### src/rtl/gip_boot_rom_arbiter_pkg.sv
// Shared types and defaults for the GIP boot ROM arbiter.
//   t_rom_port : which requester owns a ROM slot (NONE, FETCH or DATA)
//   ADDR_W_DEFAULT / DATA_W_DEFAULT : default ROM word-address and data widths
package gip_boot_rom_pkg;

  localparam int ADDR_W_DEFAULT = 12;
  localparam int DATA_W_DEFAULT = 32;

  typedef enum logic [1:0] {
    NONE  = 2'd0,
    FETCH = 2'd1,
    DATA  = 2'd2
  } t_rom_port;

endpackage

### src/rtl/gip_boot_rom_arbiter_if.sv
// Requester-side bus of the boot ROM arbiter: the instruction-fetch port and
// the data/debug read port.
//   *_req / *_address : request held with its address until *_ack
//   *_ack             : request accepted this cycle
//   *_valid / *_data  : read return, two cycles after the ack
// Modports: master = requester side, slave = arbiter side.
interface gip_boot_rom_arbiter_if
  import gip_boot_rom_pkg::*;
#(
  parameter int ADDR_W = ADDR_W_DEFAULT,
  parameter int DATA_W = DATA_W_DEFAULT
);

  logic              fetch_req;
  logic [ADDR_W-1:0] fetch_address;
  logic              fetch_ack;
  logic              fetch_valid;
  logic [DATA_W-1:0] fetch_data;

  logic              data_req;
  logic [ADDR_W-1:0] data_address;
  logic              data_ack;
  logic              data_valid;
  logic [DATA_W-1:0] data_data;

  modport master (
    output fetch_req, fetch_address, data_req, data_address,
    input  fetch_ack, fetch_valid, fetch_data, data_ack, data_valid, data_data
  );

  modport slave (
    input  fetch_req, fetch_address, data_req, data_address,
    output fetch_ack, fetch_valid, fetch_data, data_ack, data_valid, data_data
  );

endinterface

### src/rtl/gip_boot_rom_arbiter.sv
// Two-port read arbiter in front of the single-ported synchronous boot ROM.
// At most one ROM access is issued per cycle; read data returns exactly two
// cycles after the ack (ack in N, ROM enable/address in N+1, data in N+2).
// Ports:
//   rom_clock     : single clock, rising edge
//   rom_reset     : asynchronous active-low reset
//   bus           : fetch and data request/return ports (slave modport)
//   rom_address   : registered ROM word address
//   rom_read      : registered ROM read enable
//   rom_read_data : ROM output, valid the cycle after rom_read is sampled
// Parameters:
//   FETCH_PRIORITY 1: fetch wins ties unless it has already won MAX_FETCH_RUN
//                  times in a row against a waiting data request; 0: round-robin.
//   MAX_FETCH_RUN  must be at least 1.
// Optional feature: define GIP_BOOT_ROM_FETCH_BUFFER_EN to add a one-entry
// fetch buffer that answers repeated fetch addresses without a ROM access.
module gip_boot_rom_arbiter
  import gip_boot_rom_pkg::*;
#(
  parameter int ADDR_W         = ADDR_W_DEFAULT,
  parameter int DATA_W         = DATA_W_DEFAULT,
  parameter int FETCH_PRIORITY = 1,
  parameter int MAX_FETCH_RUN  = 4
) (
  input  logic                  rom_clock,
  input  logic                  rom_reset,
  gip_boot_rom_arbiter_if.slave bus,
  output logic [ADDR_W-1:0]     rom_address,
  output logic                  rom_read,
  input  logic [DATA_W-1:0]     rom_read_data
);

  localparam int              RUN_W   = $clog2(MAX_FETCH_RUN + 1);
  localparam logic [RUN_W-1:0] RUN_MAX = RUN_W'(MAX_FETCH_RUN);

  t_rom_port        grant_s;
  t_rom_port        last_grant_r;
  t_rom_port        tag1_r;
  t_rom_port        tag2_r;
  logic [RUN_W-1:0] fetch_run_r;
  logic             hit_s;
  logic             fetch_arb_s;

  // Choose the single ROM user for this cycle; a buffer hit never competes.
  always_comb begin
    grant_s     = NONE;
    fetch_arb_s = bus.fetch_req && !hit_s;
    if (!rom_reset) begin
      grant_s = NONE;
    end else if (fetch_arb_s && bus.data_req) begin
      if (FETCH_PRIORITY != 0) begin
        // fetch_run saturates, so equality is the starvation limit
        if (fetch_run_r == RUN_MAX) grant_s = DATA;
        else                        grant_s = FETCH;
      end else begin
        if (last_grant_r == FETCH) grant_s = DATA;
        else                       grant_s = FETCH;
      end
    end else if (fetch_arb_s) begin
      grant_s = FETCH;
    end else if (bus.data_req) begin
      grant_s = DATA;
    end else begin
      grant_s = NONE;
    end
  end

  assign bus.fetch_ack = (grant_s == FETCH) || hit_s;
  assign bus.data_ack  = (grant_s == DATA);

  // Issue the ROM access and carry the owner tag down the two-stage pipe.
  always_ff @(posedge rom_clock or negedge rom_reset) begin
    if (!rom_reset) begin
      rom_read     <= 1'b0;
      rom_address  <= {ADDR_W{1'b0}};
      tag1_r       <= NONE;
      tag2_r       <= NONE;
      last_grant_r <= DATA;
      fetch_run_r  <= {RUN_W{1'b0}};
    end else begin
      rom_read <= (grant_s != NONE);
      if (grant_s == FETCH)     rom_address <= bus.fetch_address;
      else if (grant_s == DATA) rom_address <= bus.data_address;
      tag1_r <= grant_s;
      tag2_r <= tag1_r;
      if (grant_s != NONE) last_grant_r <= grant_s;
      if (!bus.data_req || (grant_s == DATA)) begin
        fetch_run_r <= {RUN_W{1'b0}};
      end else if ((grant_s == FETCH) && (fetch_run_r != RUN_MAX)) begin
        fetch_run_r <= fetch_run_r + RUN_W'(1);
      end
    end
  end

  assign bus.data_valid = (tag2_r == DATA);
  assign bus.data_data  = rom_read_data;

`ifdef GIP_BOOT_ROM_FETCH_BUFFER_EN
  logic              buf_valid_r;
  logic [ADDR_W-1:0] buf_addr_r;
  logic [DATA_W-1:0] buf_data_r;
  logic [ADDR_W-1:0] fill_addr_r;
  logic              hit1_r;
  logic              hit2_r;
  logic [DATA_W-1:0] hit_data1_r;
  logic [DATA_W-1:0] hit_data2_r;

  assign hit_s = rom_reset && bus.fetch_req && buf_valid_r &&
                 (bus.fetch_address == buf_addr_r);

  // Refill the buffer from every fetch ROM read; hit data is copied into its
  // own pipe at hit time so a later refill cannot change what is returned.
  always_ff @(posedge rom_clock or negedge rom_reset) begin
    if (!rom_reset) begin
      buf_valid_r <= 1'b0;
      buf_addr_r  <= {ADDR_W{1'b0}};
      buf_data_r  <= {DATA_W{1'b0}};
      fill_addr_r <= {ADDR_W{1'b0}};
      hit1_r      <= 1'b0;
      hit2_r      <= 1'b0;
      hit_data1_r <= {DATA_W{1'b0}};
      hit_data2_r <= {DATA_W{1'b0}};
    end else begin
      if (tag1_r == FETCH) fill_addr_r <= rom_address;
      if (tag2_r == FETCH) begin
        buf_valid_r <= 1'b1;
        buf_addr_r  <= fill_addr_r;
        buf_data_r  <= rom_read_data;
      end
      hit1_r      <= hit_s;
      hit2_r      <= hit1_r;
      hit_data1_r <= buf_data_r;
      hit_data2_r <= hit_data1_r;
    end
  end

  // A hit and a fetch ROM grant never share a cycle, so these never overlap.
  assign bus.fetch_valid = (tag2_r == FETCH) || hit2_r;
  assign bus.fetch_data  = hit2_r ? hit_data2_r : rom_read_data;
`else
  assign hit_s           = 1'b0;
  assign bus.fetch_valid = (tag2_r == FETCH);
  assign bus.fetch_data  = rom_read_data;
`endif

endmodule

### src/flat_wrapper.sv
// flat-port wrapper written by rule: the top's interface ports become plain ports
module gip_boot_rom_arbiter_flat import gip_boot_rom_pkg::*;
#(
  parameter int ADDR_W         = ADDR_W_DEFAULT,
  parameter int DATA_W         = DATA_W_DEFAULT,
  parameter int FETCH_PRIORITY = 1,
  parameter int MAX_FETCH_RUN  = 4
)
  (rom_clock, rom_reset, rom_address, rom_read, rom_read_data, bus_fetch_req, bus_fetch_address, bus_data_req, bus_data_address, bus_fetch_ack, bus_fetch_valid, bus_fetch_data, bus_data_ack, bus_data_valid, bus_data_data);
  gip_boot_rom_arbiter_if #(.ADDR_W(ADDR_W), .DATA_W(DATA_W)) bus_i ();
  input  logic rom_clock;
  input  logic rom_reset;
  output logic [ADDR_W-1:0] rom_address;
  output logic rom_read;
  input  logic [DATA_W-1:0] rom_read_data;
  input wire logic [$bits(bus_i.fetch_req)-1:0] bus_fetch_req;
  input wire logic [$bits(bus_i.fetch_address)-1:0] bus_fetch_address;
  input wire logic [$bits(bus_i.data_req)-1:0] bus_data_req;
  input wire logic [$bits(bus_i.data_address)-1:0] bus_data_address;
  output wire logic [$bits(bus_i.fetch_ack)-1:0] bus_fetch_ack;
  output wire logic [$bits(bus_i.fetch_valid)-1:0] bus_fetch_valid;
  output wire logic [$bits(bus_i.fetch_data)-1:0] bus_fetch_data;
  output wire logic [$bits(bus_i.data_ack)-1:0] bus_data_ack;
  output wire logic [$bits(bus_i.data_valid)-1:0] bus_data_valid;
  output wire logic [$bits(bus_i.data_data)-1:0] bus_data_data;
  assign bus_i.fetch_req = bus_fetch_req;
  assign bus_i.fetch_address = bus_fetch_address;
  assign bus_i.data_req = bus_data_req;
  assign bus_i.data_address = bus_data_address;
  assign bus_fetch_ack = bus_i.fetch_ack;
  assign bus_fetch_valid = bus_i.fetch_valid;
  assign bus_fetch_data = bus_i.fetch_data;
  assign bus_data_ack = bus_i.data_ack;
  assign bus_data_valid = bus_i.data_valid;
  assign bus_data_data = bus_i.data_data;
  gip_boot_rom_arbiter #(.ADDR_W(ADDR_W), .DATA_W(DATA_W), .FETCH_PRIORITY(FETCH_PRIORITY), .MAX_FETCH_RUN(MAX_FETCH_RUN)) u_core (.rom_clock(rom_clock), .rom_reset(rom_reset), .bus(bus_i), .rom_address(rom_address), .rom_read(rom_read), .rom_read_data(rom_read_data));
endmodule
### config.mk
export PLATFORM = sky130hd
export DESIGN_NAME = gip_boot_rom_arbiter_flat
export DESIGN_NICKNAME = d
export VERILOG_FILES = /design/src/rtl/gip_boot_rom_arbiter_pkg.sv /design/src/rtl/gip_boot_rom_arbiter_if.sv /design/src/rtl/gip_boot_rom_arbiter.sv /design/src/flat_wrapper.sv
export SDC_FILE = /design/constraint.sdc
export NUM_CORES = 1
export LEC_CHECK = 0
export CAP_MARGIN = 20
export CORE_MARGIN = 5
export CORE_UTILIZATION = 27
export CTS_CLUSTER_DIAMETER = 80
export DETAILED_ROUTE_END_ITERATION = 7
export PLACE_DENSITY = 0.78
export SLEW_MARGIN = 20
export SYNTH_ARGS = -nofsm -noshare
export SYNTH_HDL_FRONTEND = slang
export SYNTH_SLANG_ARGS = --single-unit
### constraint.sdc
create_clock -name rom_clock -period 1.5 [get_ports rom_clock]
set_input_delay 0.3 -clock rom_clock [delete_from_list [all_inputs] [get_ports rom_clock]]
set_output_delay 0.3 -clock rom_clock [all_outputs]
set_load 0.02 [all_outputs]
==> impl_metrics.env, run 1 <==
export IMPL_cts_tree="done"
export IMPL_clkSlewWorstSetupHoldPaths_ps=80
export IMPL_layout_setup_ws_ps=-241
export IMPL_post_place_ws_ps=-685
export IMPL_yosys_area_share_adder_pct=4.40
export IMPL_viasPerCell=4.08
export IMPL_async_flop_share_pct=100
export IMPL_clock_path_buffers=2
export IMPL_dr_pass1_iters=4
export IMPL_core_um2=5110
export IMPL_placed_area_um2=1560
export IMPL_synthMuxAreaShare_pct=8.45
export IMPL_insertion_delay_ps=260
export IMPL_drc=0
export IMPL_final_hold_viol_count=0
export IMPL_drive_gt1_share_pct=24.5
export IMPL_critPathLaunchType="input port"
export IMPL_run_status="complete, but fails checks"
export IMPL_yosys_warnings=0
export IMPL_ys_seq_elements=20
export IMPL_syn_num_nets=215
export IMPL_cts_root_buffer_cell="clkbuf_8"
export IMPL_synth_simple_area_share_pct=8.80
export IMPL_avgSynthCellArea_um2=9.48
export IMPL_ios=141
export IMPL_tightest_slew_ps=246
export IMPL_synth_edf_count=0
export IMPL_synth_top_family_by_area="buffers and inverters"
export IMPL_dp_hpwl_um=1980
export IMPL_dieArea_um2=6820
export IMPL_required_ps=1200
export IMPL_synth_seq_area_share_pct=35.2
export IMPL_slew_headroom_pct=83.6
export IMPL_port_buffers=44
export IMPL_grt_usage_pct=8.47
export IMPL_worstSetupPathType="in2out"
export IMPL_failed_checks="negative setup slack"
export IMPL_netlist_instances=150
export IMPL_n_antenna_cell=0
export IMPL_grt_pass1_vias=905
export IMPL_power_density_nw_per_um2=898
export IMPL_final_common_cell="clkdlybuf4s50_1"
export IMPL_period_needed_ps=1740
export IMPL_fmax_mhz=575
export IMPL_drv_cap=0
export IMPL_report_final_slew_viol_count=0
export IMPL_syn2layout_area_growth_pct=21.4
export IMPL_cp_end_kind="output port"
export IMPL_clock_skew_ps=1.17
export IMPL_arrival_ps=1440
export IMPL_synth_distinct_cells=24
export IMPL_ctsHoldBuffers=0
export IMPL_period_share_pct=116
export IMPL_cts_htree_levels=1
export IMPL_setup_viol=15
export IMPL_postRouteAntennaNets=0
export IMPL_gp_congestion=0.779
export IMPL_antenna_found_initial=0
export IMPL_grt_max_degree=22
export IMPL_clock_sinks=20
export IMPL_overflow=0
export IMPL_drtIter0Drc=8
export IMPL_netlist_area_um2=1420
export IMPL_die_w_um=82.6
export IMPL_ir_drop_mv=0.366
export IMPL_die_h_um=82.6
export IMPL_routed_wl_um=2990
export IMPL_layout_common_cells="clkdlybuf4s50_1, dfrtp_1, dlygate4sd2_1"
export IMPL_ys_flop_type="dfrtp_1"
export IMPL_synth_xor_area_share_pct=0
export IMPL_num_rows=26
export IMPL_cts_buffers=3
export IMPL_grt_pass1_wl_um=4320
export IMPL_p_leak_uw=0.000735
export IMPL_finalNetCount=213
export IMPL_cp_max_fo=3
export IMPL_rsz0062_at_grt="yes"
export IMPL_vias=886
export IMPL_synth_compound_area_share_pct=7.13
export IMPL_postLayoutCellArea_um2=1730
export IMPL_wl_per_cell_um=13.8
export IMPL_initial_core_util_pct=27.8
export IMPL_hp_class="reg2reg"
[metrics by stage]
step                      hold WS (ps)  util, %  cells  power [uW]  setup TNS, ps
final                              353     33.8    217        1550          -2880
after global routing               364     33.8    217        1650          -4130
after floorplan                   4.41        -    150        1120           -667
after detailed placement           340     30.5    207        1140          -7240
after CTS                          358     32.3    214        1550          -3080
after global placement             333     30.5    207        1130          -6860
[cell families after synthesis]
group,after synthesis
mux,12
fa+ha+maj,5
flops,20
compound gates,18
simple gates,25
buf+inv,70
[cell type report]
| type | instances | area, um2 |
|---|---|---|
| fill | 519 | 3380 |
| timing repair buffer | 60 | 587 |
| sequential | 20 | 500 |
| multi-input combinational | 60 | 484 |
| tap | 70 | 87.6 |
| clock buffer | 4 | 55.1 |
| inverter | 3 | 11.3 |
[cells in the mapped netlist, drive strengths merged, types with 2 or more instances]
master  count  area (um2)
nand3       2        10.0
ha          5        62.6
nor2b       3        18.8
nor2       12        45.0
nand2       2        7.51
buf        66         497
inv         3        11.3
dfrtp      20         500
a21oi      13        65.1
mux2i      12         120
[repair_timing]
item,in CTS,in global routing
setup endpoints to repair,32,17
pin swaps,4,5
resized for setup,33,8
buffers inserted,3,2
cloned,0,1
[registers in the layout (all words and copies together) (netlist names)]
signal              cells
u_core.rom_read         1
u_core.fetch_run_r      3
u_core.tag2_r           2
u_core.rom_address     12
u_core.tag1_r           2
[routing by layer]
layer	track usage [%]	share of wire (%)
met1	10.9	43
met2	12.0	44
met3	3.80	11
met4	3.92	1.8
met5	0	0
[worst max-delay path, stage by stage]
cell and delay (ps):
clkdlybuf4s50_1 530, nand2_1 110, a21o_1 200, ha_4 170
buf_6 120
[report_power, final]
group          internal, uW  switching, uW
combinational           242            240
clock                   234            188
sequential              610           35.4
total                  1090            464
[worst paths after layout]
check                                               to  slack [ps]  depth (start not counted)             startpoint
worst min register to register        u_core.tag2_r[1]         350                          0       u_core.tag1_r[1]
worst max-delay path                     bus_fetch_ack        -240                          5           bus_data_req
max in group asynchronous       u_core.rom_address[10]         870                          2              rom_reset
worst min-delay path                  u_core.tag2_r[1]         350                          0       u_core.tag1_r[1]
worst max register to register   u_core.rom_address[4]        -190                          9  u_core.fetch_run_r[0]
min in group asynchronous        u_core.fetch_run_r[2]         430                          2              rom_reset
No activity file was read; power rests on OpenSTA's default activity.
==> run 2: changes to the inputs <==
--- a/config.mk
+++ b/config.mk
@@ -5,11 +5,11 @@
 export SDC_FILE = /design/constraint.sdc
 export NUM_CORES = 1
 export LEC_CHECK = 0
-export CAP_MARGIN = 20
 export CORE_MARGIN = 5
 export CORE_UTILIZATION = 27
 export CTS_CLUSTER_DIAMETER = 80
 export DETAILED_ROUTE_END_ITERATION = 7
+export GPL_TIMING_DRIVEN = 0
 export PLACE_DENSITY = 0.78
 export SLEW_MARGIN = 20
 export SYNTH_ARGS = -nofsm -noshare
==> run 2 against run 1 <==
Compared with the run above:
- the flow still finishes with violations (negative setup slack)
- sequential cell count stayed put
- combinational power is 100% higher
- sequential share of layout area is 12 points lower
- routed wire length is 50% higher
==> impl_metrics.env, run 2 (synthesis gave the netlist of run 1 again) <==
export IMPL_syn2layout_area_growth_pct=107
export IMPL_clock_path_buffers=2
export IMPL_clock_skew_ps=1.68
export IMPL_wl_per_cell_um=13.2
export IMPL_drv_cap=0
export IMPL_core_um2=5110
export IMPL_grt_max_degree=21
export IMPL_slowest_stage="dfrtp_1"
export IMPL_dp_hpwl_um=3480
export IMPL_run_status="complete, but fails checks"
export IMPL_insertion_delay_ps=250
export IMPL_clock_sinks=20
export IMPL_cts_tree="done"
export IMPL_rsz0062_at_grt="yes"
export IMPL_cts_root_buffer_cell="clkbuf_8"
export IMPL_grt_pass1_vias=1346
export IMPL_report_final_slew_viol_count=0
export IMPL_postRouteAntennaNets=0
export IMPL_drc=0
export IMPL_cp_end_kind="output port"
export IMPL_overflow=0
export IMPL_clkSlewWorstSetupHoldPaths_ps=70
export IMPL_path_depth=6
export IMPL_num_rows=26
export IMPL_required_ps=1200
export IMPL_setup_viol=15
export IMPL_critPathMostFrequentCell="ha_4"
export IMPL_placed_area_um2=2630
export IMPL_finalNetCount=336
export IMPL_drtIter0Drc=10
export IMPL_power_density_nw_per_um2=673
export IMPL_final_common_cell="clkdlybuf4s50_1"
export IMPL_final_hold_viol_count=0
export IMPL_dr_pass1_iters=3
export IMPL_routed_wl_um=4470
export IMPL_arrival_ps=1470
export IMPL_port_buffers=108
export IMPL_viasPerCell=4.10
export IMPL_grt_usage_pct=11.7
export IMPL_ir_drop_mv=0.545
export IMPL_finalPower_uw=1980
export IMPL_crit_family="flip-flops"
export IMPL_fmax_mhz=566
export IMPL_die_h_um=82.6
export IMPL_period_share_pct=118
export IMPL_vias=1389
export IMPL_reg2regPathDepth=9
export IMPL_ios=141
export IMPL_postLayoutCellArea_um2=2950
export IMPL_dieArea_um2=6820
export IMPL_cp_max_fo=2
export IMPL_critPathLaunchType="flip-flop"
export IMPL_tightest_slew_ps=953
export IMPL_hp_class="reg2reg"
export IMPL_n_antenna_cell=0
export IMPL_gp_congestion=0.646
export IMPL_largest_register="u_core.rom_address"
export IMPL_largestRegisters="u_core.rom_address: 12 flops, u_core.fetch_run_r: 3 flops"
export IMPL_largest_reg_flops=12
export IMPL_layout_common_cells="clkdlybuf4s50_1, buf_4, dfrtp_1"
export IMPL_failed_checks="negative setup slack"
export IMPL_cts_buffers=3
export IMPL_path_buf_inv=2
export IMPL_crit_path_max_incr_delay_ps=390
export IMPL_p_leak_uw=0.00131
export IMPL_drive_gt1_share_pct=42.0
export IMPL_layout_setup_ws_ps=-265
export IMPL_whs_path_depth=0
export IMPL_path_cells="inv_2 > ha_4 > nand2_4 > a21o_1 > ha_4 > buf_6"
export IMPL_slew_headroom_pct=36.5
export IMPL_worstSetupPathType="reg2out"
export IMPL_period_needed_ps=1770
export IMPL_initial_core_util_pct=27.8
export IMPL_post_place_ws_ps=-863
export IMPL_grt_pass1_wl_um=6130
export IMPL_antenna_found_initial=0
export IMPL_cts_htree_levels=1
export IMPL_die_w_um=82.6
-- run 2: metrics by stage --
step	utilization [%]	TNS, ps	std cells	hold slack, ps
2_1_floorplan	-	-667	150	4.41
3_3_place_gp	51.5	-28340	328	333
3_5_place_dp	51.4	-9140	328	332
4_1_cts	54.0	-3260	337	355
5_1_grt	57.7	-4280	339	366
6_report	57.7	-3200	339	351
-- run 2: cell type report --
class,instances,area (um2)
Buffer,67,541
Clock buffer,3,41.3
Fill cell,445,2160
Inverter,3,11.3
Multi-Input combinational cell,60,597
Sequential cell,20,500
Tap cell,70,87.6
Timing Repair Buffer,116,1170
-- run 2: repair_timing --
action,CTS,global route
cloned,0,2
hold buffers,1,0
setup endpoints to repair,31,38
buffers inserted,5,0
hold endpoints to repair,20,0
pin swaps,4,9
gates resized for setup,38,37
-- run 2: routing by layer --
layer,up-vias,part of all wire [%],GRT usage (%),routed length (um)
met5,-,0,0,0
met4,0,0.42,2.45,19
met1,647,33,11.7,1460
met2,78,53,22.3,2380
li1,662,-,-,-
met3,2,14,4.88,614
-- run 2: report_power, final --
part / internal, uW / switching, uW
Clock: 179 / 169
Combinational: 533 / 443
Sequential: 611 / 48.6
Total: 1320 / 660
-- run 2: worst paths after layout --
| check | start | to | slack [ps] |
|---|---|---|---|
| worst max register to register | u_core.fetch_run_r[1] | u_core.rom_address[9] | -230 |
| worst max-delay path | u_core.fetch_run_r[1] | bus_fetch_ack | -270 |
| min in group asynchronous | rom_reset | u_core.fetch_run_r[2] | 440 |
| worst min register to register | u_core.tag1_r[0] | u_core.tag2_r[0] | 350 |
| max in group asynchronous | rom_reset | u_core.rom_address[7] | 480 |
| worst min-delay path | u_core.tag1_r[0] | u_core.tag2_r[0] | 350 |
-- run 2: worst reg2reg max path, stage by stage (launching register included) --
cell and delay (ps):
dfrtp_1 390, inv_2 80, ha_4 150, nand2_4 50, a21o_1 230, ha_4 190
buf_6 130, clkbuf_16 160, mux2i_1 180, a21oi_2 70
